$ cat src/rtl/top_hash.sv
// top_hash: XOR-fold of a MSG_WIDTH message into a HASH_WIDTH digest, registered once.
// Optional build macro HASH_ROTATE_EN rotates word i left by 8*i before the fold.
`default_nettype none

module top_hash #(
  parameter int MSG_WIDTH  = 128,
  parameter int HASH_WIDTH = 32
) (
  input  logic                  clk,
  input  logic                  reset,
  input  logic [MSG_WIDTH-1:0]  message,
  output logic [HASH_WIDTH-1:0] hash_result
);

  localparam int c_N_WORDS = MSG_WIDTH / HASH_WIDTH;

  generate
    if ((MSG_WIDTH % HASH_WIDTH) != 0) begin : g_width_check
      $error("top_hash: MSG_WIDTH must be a multiple of HASH_WIDTH");
    end
  endgenerate

  logic [HASH_WIDTH-1:0] w_words [c_N_WORDS];
  logic [HASH_WIDTH-1:0] w_digest;
  logic [HASH_WIDTH-1:0] r_hash;

  // Word 0 is the most significant slice of the message.
  generate
    for (genvar gi = 0; gi < c_N_WORDS; gi++) begin : g_word
      logic [HASH_WIDTH-1:0] w_raw;
      assign w_raw = message[MSG_WIDTH-1-gi*HASH_WIDTH -: HASH_WIDTH];
`ifdef HASH_ROTATE_EN
      localparam int c_ROT = (8 * gi) % HASH_WIDTH;
      logic [2*HASH_WIDTH-1:0] w_dbl;
      assign w_dbl       = {w_raw, w_raw};
      assign w_words[gi] = w_dbl[2*HASH_WIDTH-1-c_ROT -: HASH_WIDTH];
`else
      assign w_words[gi] = w_raw;
`endif
    end
  endgenerate

  always_comb begin
    w_digest = '0;
    for (int i = 0; i < c_N_WORDS; i++) begin
      w_digest = w_digest ^ w_words[i];
    end
  end

  always_ff @(posedge clk or negedge reset) begin
    if (!reset) begin
      r_hash <= '0;
    end else begin
      r_hash <= w_digest;
    end
  end

  assign hash_result = r_hash;

endmodule

`default_nettype wire

$ cat config.mk
export PLATFORM = sky130hd
export DESIGN_NAME = top_hash
export DESIGN_NICKNAME = d
export VERILOG_FILES = /design/src/rtl/top_hash.sv
export SDC_FILE = /design/constraint.sdc
export NUM_CORES = 1
export LEC_CHECK = 0
export ABC_AREA = 1
export CAP_MARGIN = 10
export CORE_ASPECT_RATIO = 0.6
export CORE_MARGIN = 8
export CORE_UTILIZATION = 30
export CTS_CLUSTER_SIZE = 12
export DETAILED_ROUTE_END_ITERATION = 8
export HOLD_SLACK_MARGIN = 0.06
export PLACE_DENSITY = 0.76
export SYNTH_ARGS = -nofsm -noshare
export SYNTH_HDL_FRONTEND = slang
export SYNTH_SLANG_ARGS = --single-unit
$ cat constraint.sdc
create_clock -name clk -period 0.8 [get_ports clk]
set_clock_uncertainty 0.15 [all_clocks]
set_input_delay 0.16 -clock clk [delete_from_list [all_inputs] [get_ports clk]]
set_output_delay 0.16 -clock clk [all_outputs]
set_load 0.01 [all_outputs]
==> results.md, run 1 <==
- Layout cell share with drive strength beyond 1: 10.8%
- DRC Markers: 0
- Peak Freq: 909 MHz
- Fill cell count: 932
- Slew Viols, Final: 0
- Worst setup EP type: output port
- Final net count: 814
- Switching part of the total: 29.0%
- Min cycle time layout: 1.10 ns
- Worst Setup Start Kind: flip-flop
- Post-synthesis sequential area ratio: 28.1%
- Cells on Worst Hold Path: 4
- Logic pwr share: 32.7%
- Num CTS Buffers: 5
- Mean Syn Cell Area: 5.55 um^2
- CP cell instances: buf_6
- First-pass GRT wire length: 14.3 mm
- Fin. Hold Viols: 0
- Grt ovf: 0
- Ys Warns: 0
- Least-Margin Pin Slew: 0.194 ns
- Routed WL per cell: 10.6 um
- CP max stage delay: 0.39 ns
- Starting Density: 31.0%
- Syn Nets: 644
- I/O pins: 162
- Routed WL: 8.69 mm
- Initial antenna violation count: 2
- Multi-input gate area: 1570 um^2
- Routed Antenna Nets: 0
- CTS tree: yes
- Initial drt markers: 66
- CP Depth: 1
- Post-route insts no fill: 817
- Clk buf depth: 2
- Crit Path Class: reg -> out
- CTS sink count: 32
- P_leak: 2.98 nW
- Die Width: 142 um
- Status: finished, violations left
- Power per cell area: 1310 nW/um^2
- P_sw: 1.76 mW
- Die H: 91.5 um
- Reg area: 801 um^2
- Failing checks: negative setup slack
- Syn Inst Count: 514
- Largest net degree at the start of global routing: 33
- Min Hold Slack: 0.180 ns
- CP Data Arrival Time: 0.79 ns
- Largest register FFs: 32
- Vias: 3219
- Vias in the first global route: 3264
- Worst Slack Setup Final: -0.300 ns
- DP HPWL: 7.51 mm
- Total core area: 9190 um^2
- All-Layer GR Usage: 13.5%
- Synth-to-Final Area Change: 62.3%
- Critical path buffers and inverters: 1
- Critical Path Slowest Stage Cell: dfrtp_1
- Rel. slew slack: 87.1%
- # Max-Cap Violations: 0
- Internal power: 4.29 mW
- Clk pin slew, worst setup/hold paths: 0.06 ns
- Placed insts: 806
- #FFs+latches synth: 32
- Number of port buffers: 161
- Crit Path Max Fanout: 1
- H-tree lvl count: 2
- Clock share of power: 35.9%
- Die area: 13000 um^2
- Maximum vdd drop: 0.000670 V
- Syn Std Cell Area: 2850 um^2
- Root Driver: clkbuf_16
- Worst hold-check path type: in -> reg
- RSZ-0062 raised after global routing: true
- DRT Pass-1 Iters: 4
- Num rows: 27
- Kind of cell adding the most delay to the critical path: flip-flops
- Synth cell types: 6
- Via/cell ratio: 3.94
- Sequential power share: 31.5%
- Routability congestion estimate: 0.810
- Final period util: 138%
- Worst endpoint required time: 0.49 ns
- Final setup fails: 32
logic make-up after synthesis:
group,count (synthesis),synth area share [%]
simple gates,321,45.1
buf+inv,129,17.0
flops,32,28.1
xor+xnor,32,9.83
path summary, 6_finish.rpt:
check	startpoint	endpoint
setup / recovery	hash_result[5]	hash_result[5]
hold / removal	message[9]	hash_result[9]
max in group asynchronous	reset	hash_result[27]
min in group asynchronous	reset	hash_result[15]
power by group through the flow:
| stage | Sequential, mW | Combinational (mW) | Clock, mW |
|---|---|---|---|
| 3_3_place_gp | 1.90 | 2.20 | 0 |
| 6_report | 1.90 | 1.98 | 2.17 |
| 3_5_place_dp | 1.91 | 2.28 | 0 |
| 2_1_floorplan | 2.01 | 0.754 | 0 |
| 5_1_grt | 1.92 | 2.23 | 2.32 |
| 4_1_cts | 1.89 | 1.96 | 2.25 |
final cells by class:
class | instances | share of cell area [%]
Timing Repair Buffer | 163 | 31.2
Clock inverter | 2 | 0.757
Tap cell | 130 | 3.52
Inverter | 129 | 10.5
Antenna cell | 2 | 0.108
Multi-Input combinational cell | 353 | 33.9
Sequential cell | 32 | 17.3
Clock buffer | 6 | 2.79
per-stage QoR:
step | total power [mW] | setup TNS (ns) | setup WS, ns | instance area (um^2) | utilization [%]
2_1_floorplan | 2.77 | 0 | 0.114 | 2850 | -
3_3_place_gp | 4.10 | -23.93 | -0.409 | 4640 | 50.5
3_5_place_dp | 4.18 | -24.99 | -0.452 | 4640 | 50.5
4_1_cts | 6.10 | -9.35 | -0.317 | 4580 | 49.9
5_1_grt | 6.48 | -9.90 | -0.331 | 4620 | 50.3
6_report | 6.05 | -8.89 | -0.300 | 4630 | 50.4
routing by layer:
layer | part of all wire [%] | up-vias | global-route usage [%]
met1 | 41 | 1336 | 13.9
met5 | 0.21 | - | 0
met3 | 11 | 9 | 6.90
met4 | 0.66 | 4 | 2.40
met2 | 47 | 106 | 24.3
li1 | - | 1764 | -
cell usage in the layout (no fill, tap or decap), types with 2 or more instances in the layout:
cell | netlist | routed
nand2_1 | 257 | 256
inv_1 | 129 | 129
dlygate4sd2_1 | 0 | 127
xnor2_1 | 32 | 32
nor2_1 | 32 | 32
nor2_2 | 32 | 32
dfrtp_1 | 32 | 32
buf_6 | 0 | 20
buf_2 | 0 | 13
clkbuf_16 | 0 | 5
diode_2 | 0 | 2
cells in the mapped netlist:
| master | n | area [um^2] |
|---|---|---|
| nor2_2 | 32 | 200 |
| nor2_1 | 32 | 120 |
| nand2_1 | 257 | 965 |
| xnor2_1 | 32 | 280 |
| dfrtp_1 | 32 | 801 |
| inv_1 | 129 | 484 |
what timing repair did:
item / in CTS / in global routing
resized for setup: 273 / 10
hold buffers: 1 / 0
pin swaps: 2 / 4
hold endpoints to repair: 32 / 0
buffers inserted: 0 / 0
setup endpoints to repair: 64 / 34
No activity file was read; power rests on OpenSTA's default activity.
==> inputs of run 2 (changes only) <==
--- a/config.mk
+++ b/config.mk
@@ -8,7 +8,6 @@
 export ABC_AREA = 1
 export CAP_MARGIN = 10
 export CORE_ASPECT_RATIO = 0.6
-export CORE_MARGIN = 8
 export CORE_UTILIZATION = 30
 export CTS_CLUSTER_SIZE = 12
 export DETAILED_ROUTE_END_ITERATION = 8
==> results.md, run 2 (same netlist as run 1, synthesis figures left out) <==
- Least-Margin Pin Slew: 0.179 ns (was 0.194 ns)
- Placed insts: 807 (was 806)
- Min Hold Slack: 0.181 ns (was 0.180 ns)
- Number of port buffers: 161 (unchanged)
- Clk buf depth: 2 (unchanged)
- Rel. slew slack: 88.0% (was 87.1%)
- CP max stage delay: 0.38 ns (was 0.39 ns)
- Crit Path Class: reg -> out (unchanged)
- CP cell instances: buf_2 (was buf_6)
- # Max-Cap Violations: 0 (unchanged)
- Post-route insts no fill: 816 (was 817)
- Worst Slack Setup Final: -0.304 ns (was -0.300 ns)
- Num CTS Buffers: 5 (unchanged)
- Largest register FFs: 32 (unchanged)
- Routed WL: 7.72 mm (was 8.69 mm)
- Clk pin slew, worst setup/hold paths: 0.05 ns (was 0.06 ns)
- Routed Antenna Nets: 0 (unchanged)
- DP HPWL: 6.54 mm (was 7.51 mm)
- Status: finished, violations left (unchanged)
- Critical Path Slowest Stage Cell: dfrtp_1 (unchanged)
- Worst setup EP type: output port (unchanged)
- Fin. Hold Viols: 0 (unchanged)
- Slew Viols, Final: 0 (unchanged)
- Root Driver: clkbuf_16 (unchanged)
- End-of-flow core utilization: 49.6% (was 50.4%)
- I/O pins: 162 (unchanged)
- Vias: 3239 (was 3219)
- CP Data Arrival Time: 0.79 ns (about the same)
- CTS sink count: 32 (unchanged)
- Grt ovf: 0 (unchanged)
- Worst hold-check path type: in -> reg (unchanged)
- Initial drt markers: 85 (was 66)
- Routability congestion estimate: 0.792 (was 0.810)
- Number of setup buffers added after CTS: 0 (unchanged)
- Worst hold endpoint: hash_result[9] (unchanged)
- Starting Density: 31.0% (unchanged)
- All-Layer GR Usage: 15.9% (was 13.5%)
- DRC Markers: 0 (unchanged)
- CP Depth: 1 (unchanged)
- Reg area: 801 um^2 (unchanged)
- Die H: 77.5 um (was 91.5 um)
- Final net count: 815 (was 814)
- Num rows: 27 (unchanged)
- ANT cells: 0 (was 2)
- CTS tree: yes (unchanged)
- Critical path buffers and inverters: 1 (unchanged)
- Crit path from: hash_result[20] (was hash_result[5])
- Crit Path Max Fanout: 1 (unchanged)
- Worst slack, placed: -0.456 ns (was -0.452 ns)
- Most frequent cells in the layout: nand2_1 (257), inv_1 (129), dlygate4sd2_1 (128) (was nand2_1 (256), inv_1 (129), dlygate4sd2_1 (127))
- Maximum vdd drop: 0.000690 V (was 0.000670 V)
- Most common cell after layout, fill and taps aside: nand2_1 (unchanged)
- Multi-input gate area: 1570 um^2 (about the same)
- Peak Freq: 905 MHz (was 909 MHz)
- Kind of cell adding the most delay to the critical path: flip-flops (unchanged)
- Layout cell share with drive strength beyond 1: 10.6% (was 10.8%)
- WL met1: 3.39 mm (was 3.54 mm)
- Cells on Worst Hold Path: 4 (unchanged)
- Met3 Wirelength: 803 um (was 984 um)
- Die Width: 128 um (was 142 um)
- First-pass GRT wire length: 12.6 mm (was 14.3 mm)
- Failing checks: negative setup slack (unchanged)
- Synth-to-Final Area Change: 60.1% (was 62.3%)
- Top sig layer: met4 (was met5)
- Worst endpoint required time: 0.49 ns (about the same)
- RSZ-0062 raised after global routing: true (unchanged)
- Power per cell area: 1260 nW/um^2 (was 1310 nW/um^2)
- P_leak: 2.96 nW (was 2.98 nW)
- Initial antenna violation count: 0 (was 2)
- Total core area: 9190 um^2 (unchanged)
- Final period util: 138% (about the same)
- Via/cell ratio: 3.97 (was 3.94)
- Metal2 WL: 3.48 mm (was 4.09 mm)
- Final setup fails: 32 (unchanged)
- Fill cell count: 982 (was 932)
- H-tree lvl count: 2 (unchanged)
- Routed WL per cell: 9.47 um (was 10.6 um)
- Largest net degree at the start of global routing: 19 (was 33)
- Die area: 9910 um^2 (was 13000 um^2)
- HP Start: message[9] (unchanged)
- Min cycle time layout: 1.10 ns (about the same)
- DRT Pass-1 Iters: 6 (was 4)
- Worst Setup Start Kind: flip-flop (unchanged)
- Vias in the first global route: 3058 (was 3264)
==> run 2: cell count changes in the layout (fill, tap and decap cells not counted) <==
cell	before	now
nand2_2	1	0
buf_2	13	21
diode_2	2	0
dlygate4sd2_1	127	128
clkbuf_1	1	2
clkinv_2	1	0
bufinv_16	1	0
clkbuf_8	0	1
nand2_1	256	257
clkdlybuf4s15_1	1	0
buf_6	20	13
==> run 2: power breakdown <==
part / internal, mW / switching, mW / leakage (nW) / total [mW]
logic: 0.952 / 0.959 / 2.50 / 1.91
clock network: 1.24 / 0.678 / 0.0712 / 1.92
registers: 1.82 / 0.0750 / 0.386 / 1.90
total: 4.01 / 1.71 / 2.96 / 5.73
==> run 2: per-layer routing <==
| layer | GRT usage [%] | vias up |
|---|---|---|
| li1 | - | 1767 |
| met1 | 17.5 | 1355 |
| met2 | 28.5 | 111 |
| met3 | 6.62 | 6 |
| met4 | 3.65 | 0 |
| met5 | 0 | - |
==> run 2: cell type report <==
cell class | instances | area share, %
Sequential cell | 32 | 17.6
Multi-Input combinational cell | 353 | 34.3
Clock buffer | 8 | 3.21
Tap cell | 130 | 3.57
Timing Repair Buffer | 164 | 30.7
Inverter | 129 | 10.6
==> run 2: per-stage QoR <==
step / TNS, ns / cell area (um^2) / total power, mW
2_1_floorplan: 0 / 2850 / 2.77
3_3_place_gp: -23.92 / 4650 / 4.10
3_5_place_dp: -24.98 / 4650 / 4.18
4_1_cts: -9.38 / 4530 / 5.79
5_1_grt: -9.84 / 4560 / 6.16
6_report: -8.90 / 4560 / 5.73
==> run 2: how the worst max path moves through the flow <==
stage,end,slack (ns)
CTS,hash_result[20],-0.32
floorplan,hash_result[0],0.11
global placement,hash_result[25],-0.43
global route,hash_result[10],-0.33
finish,hash_result[20],-0.30
detailed placement,hash_result[25],-0.46
==> run 2: timing repair <==
action	4_1_cts	5_1_grt
hold buffers	1	0
endpoints found under the setup margin	64	46
gates resized for setup	264	8
pin swaps	4	0
hold endpoints to repair	32	0
==> inputs of run 3 (changes only) <==
--- a/config.mk
+++ b/config.mk
@@ -12,7 +12,7 @@
 export CTS_CLUSTER_SIZE = 12
 export DETAILED_ROUTE_END_ITERATION = 8
 export HOLD_SLACK_MARGIN = 0.06
-export PLACE_DENSITY = 0.76
+export PLACE_DENSITY = 0.65
 export SYNTH_ARGS = -nofsm -noshare
 export SYNTH_HDL_FRONTEND = slang
 export SYNTH_SLANG_ARGS = --single-unit
==> results.md, run 3 (same netlist as run 1, synthesis figures left out) <==
- Power per cell area: 1250 nW/um^2 (was 1260 nW/um^2)
- Clk buf depth: 2 (unchanged)
- Sequential power share: 33.3% (was 33.1%)
- Routed Antenna Nets: 0 (unchanged)
- Number of port buffers: 161 (unchanged)
- Failing checks: negative setup slack (unchanged)
- Final setup fails: 32 (unchanged)
- Root Driver: clkbuf_16 (unchanged)
- Routed WL per cell: 9.37 um (was 9.47 um)
- Synth-to-Final Area Change: 60.6% (was 60.1%)
- All-Layer GR Usage: 16.0% (was 15.9%)
- Switching part of the total: 29.6% (was 29.9%)
- Status: finished, violations left (unchanged)
- Crit Path Class: reg -> out (unchanged)
- P_sw: 1.69 mW (was 1.71 mW)
- Rel. slew slack: 88.3% (was 88.0%)
- H-tree lvl count: 2 (unchanged)
- Crit Path Max Fanout: 1 (unchanged)
- Maximum vdd drop: 0.000730 V (was 0.000690 V)
- Logic pwr share: 33.5% (was 33.4%)
- I/O pins: 162 (unchanged)
- Least-Margin Pin Slew: 0.174 ns (was 0.179 ns)
- Initial antenna violation count: 3 (was 0)
- Worst endpoint required time: 0.49 ns (about the same)
- Initial drt markers: 70 (was 85)
- Num rows: 27 (unchanged)
- Routed WL: 7.67 mm (was 7.72 mm)
- Fin. Hold Viols: 0 (unchanged)
- Worst Slack Setup Final: -0.311 ns (was -0.304 ns)
- P_leak: 2.96 nW (about the same)
- Routability congestion estimate: 0.750 (was 0.792)
- Die Width: 128 um (unchanged)
- DP HPWL: 6.55 mm (was 6.54 mm)
- Critical path buffers and inverters: 1 (unchanged)
- Die area: 9910 um^2 (unchanged)
- Worst Setup Start Kind: flip-flop (unchanged)
- Most frequent cells in the layout: nand2_1 (256), inv_1 (129), dlygate4sd2_1 (128) (was nand2_1 (257), inv_1 (129), dlygate4sd2_1 (128))
- Vias in the first global route: 3006 (was 3058)
- Total core area: 9190 um^2 (unchanged)
- Kind of cell adding the most delay to the critical path: flip-flops (unchanged)
- Num CTS Buffers: 5 (unchanged)
- Clock share of power: 33.2% (was 33.5%)
- Placed insts: 807 (unchanged)
- DRT Pass-1 Iters: 4 (was 6)
- Slew Viols, Final: 0 (unchanged)
- Post-route insts no fill: 819 (was 816)
- Die H: 77.5 um (unchanged)
- Most common cell after layout, fill and taps aside: nand2_1 (unchanged)
- RSZ-0062 raised after global routing: true (unchanged)
- Via/cell ratio: 3.93 (was 3.97)
- Critical Path Slowest Stage Cell: dfrtp_1 (unchanged)
- # Max-Cap Violations: 0 (unchanged)
- DP Area: 4650 um^2 (unchanged)
- Post-route cell area: 4580 um^2 (was 4560 um^2)
- Worst setup EP type: output port (unchanged)
- Peak Freq: 900 MHz (was 905 MHz)
- DRC Markers: 0 (unchanged)
- Grt ovf: 0 (unchanged)
- Largest register FFs: 32 (unchanged)
- Final net count: 815 (unchanged)
- First-pass GRT wire length: 12.8 mm (was 12.6 mm)
- CTS sink count: 32 (unchanged)
- CP Data Arrival Time: 0.80 ns (was 0.79 ns)
- Setup TNS: -8.75 ns (was -8.90 ns)
- Min Hold Slack: 0.190 ns (was 0.181 ns)
- CTS tree: yes (unchanged)
- Layout cell share with drive strength beyond 1: 10.8% (was 10.6%)
- Starting Density: 31.0% (unchanged)
- CP max stage delay: 0.39 ns (was 0.38 ns)
- Min cycle time layout: 1.11 ns (was 1.10 ns)
- Number of setup buffers added after CTS: 0 (unchanged)
- Largest net degree at the start of global routing: 19 (unchanged)
- CP cell instances: buf_2 (unchanged)
- Internal power: 4.02 mW (was 4.01 mW)
- Worst hold-check path type: in -> reg (unchanged)
- Final period util: 139% (was 138%)
- Clk pin slew, worst setup/hold paths: 0.05 ns (about the same)
- Vias: 3215 (was 3239)
==> run 3: cell count changes in the layout (fill, tap and decap cells not counted) <==
| cell | previous run | this run |
|---|---|---|
| nand2_1 | 257 | 256 |
| buf_6 | 13 | 14 |
| diode_2 | 0 | 3 |
| buf_2 | 21 | 20 |
| nand2_2 | 0 | 1 |
==> run 3: final cells by class <==
class	instances	area, um^2
Fill cell	980	4610
Multi-Input combinational cell	353	1570
Timing Repair Buffer	164	1410
Sequential cell	32	801
Inverter	129	484
Tap cell	130	163
Clock buffer	8	146
Antenna cell	3	7.51
==> run 3: worst paths after layout <==
check	from	endpoint	cells after the start
setup / recovery	hash_result[13]	hash_result[13]	1
hold / removal	message[28]	hash_result[28]	4
max in group asynchronous	reset	hash_result[18]	3
min in group asynchronous	reset	hash_result[9]	3
==> run 3: timing repair <==
| action | in CTS | in global routing |
|---|---|---|
| gates resized for setup | 262 | 9 |
| setup endpoints to repair | 64 | 47 |
| endpoints found under the hold margin | 32 | 0 |
| pin swaps | 2 | 0 |
| hold buffers | 1 | 0 |
==> run 3: power groups by stage <==
| stage | sequential, mW | clock (mW) | combinational, mW |
|---|---|---|---|
| 3_3_place_gp | 1.91 | 0 | 2.20 |
| 3_5_place_dp | 1.91 | 0 | 2.26 |
| 2_1_floorplan | 2.01 | 0 | 0.754 |
| 5_1_grt | 1.92 | 2.06 | 2.17 |
| 6_report | 1.90 | 1.89 | 1.91 |
| 4_1_cts | 1.89 | 1.97 | 1.89 |
==> run 3: stage by stage <==
stage	setup slack, ns	util (%)	total power, mW
after CTS	-0.336	49.2	5.75
final	-0.311	49.8	5.71
after floorplan	0.114	-	2.77
after global routing	-0.342	49.8	6.15
after global placement	-0.439	50.6	4.11
after detailed placement	-0.457	50.6	4.17
==> run 3: worst min-delay path, delay by kind of cell <==
kind	cells	cell delay [ns]
XOR/XNOR	1	0.08
buffers and inverters	1	0.24
AND/OR/NAND/NOR	2	0.09
==> run 3: per-layer routing <==
metal / up-vias / track usage, % / wire [um]
li1: 1772 / - / -
met1: 1336 / 19.4 / 3580
met2: 105 / 27.2 / 3310
met3: 2 / 6.21 / 762
met4: 0 / 2.47 / 21
met5: - / 0 / 0
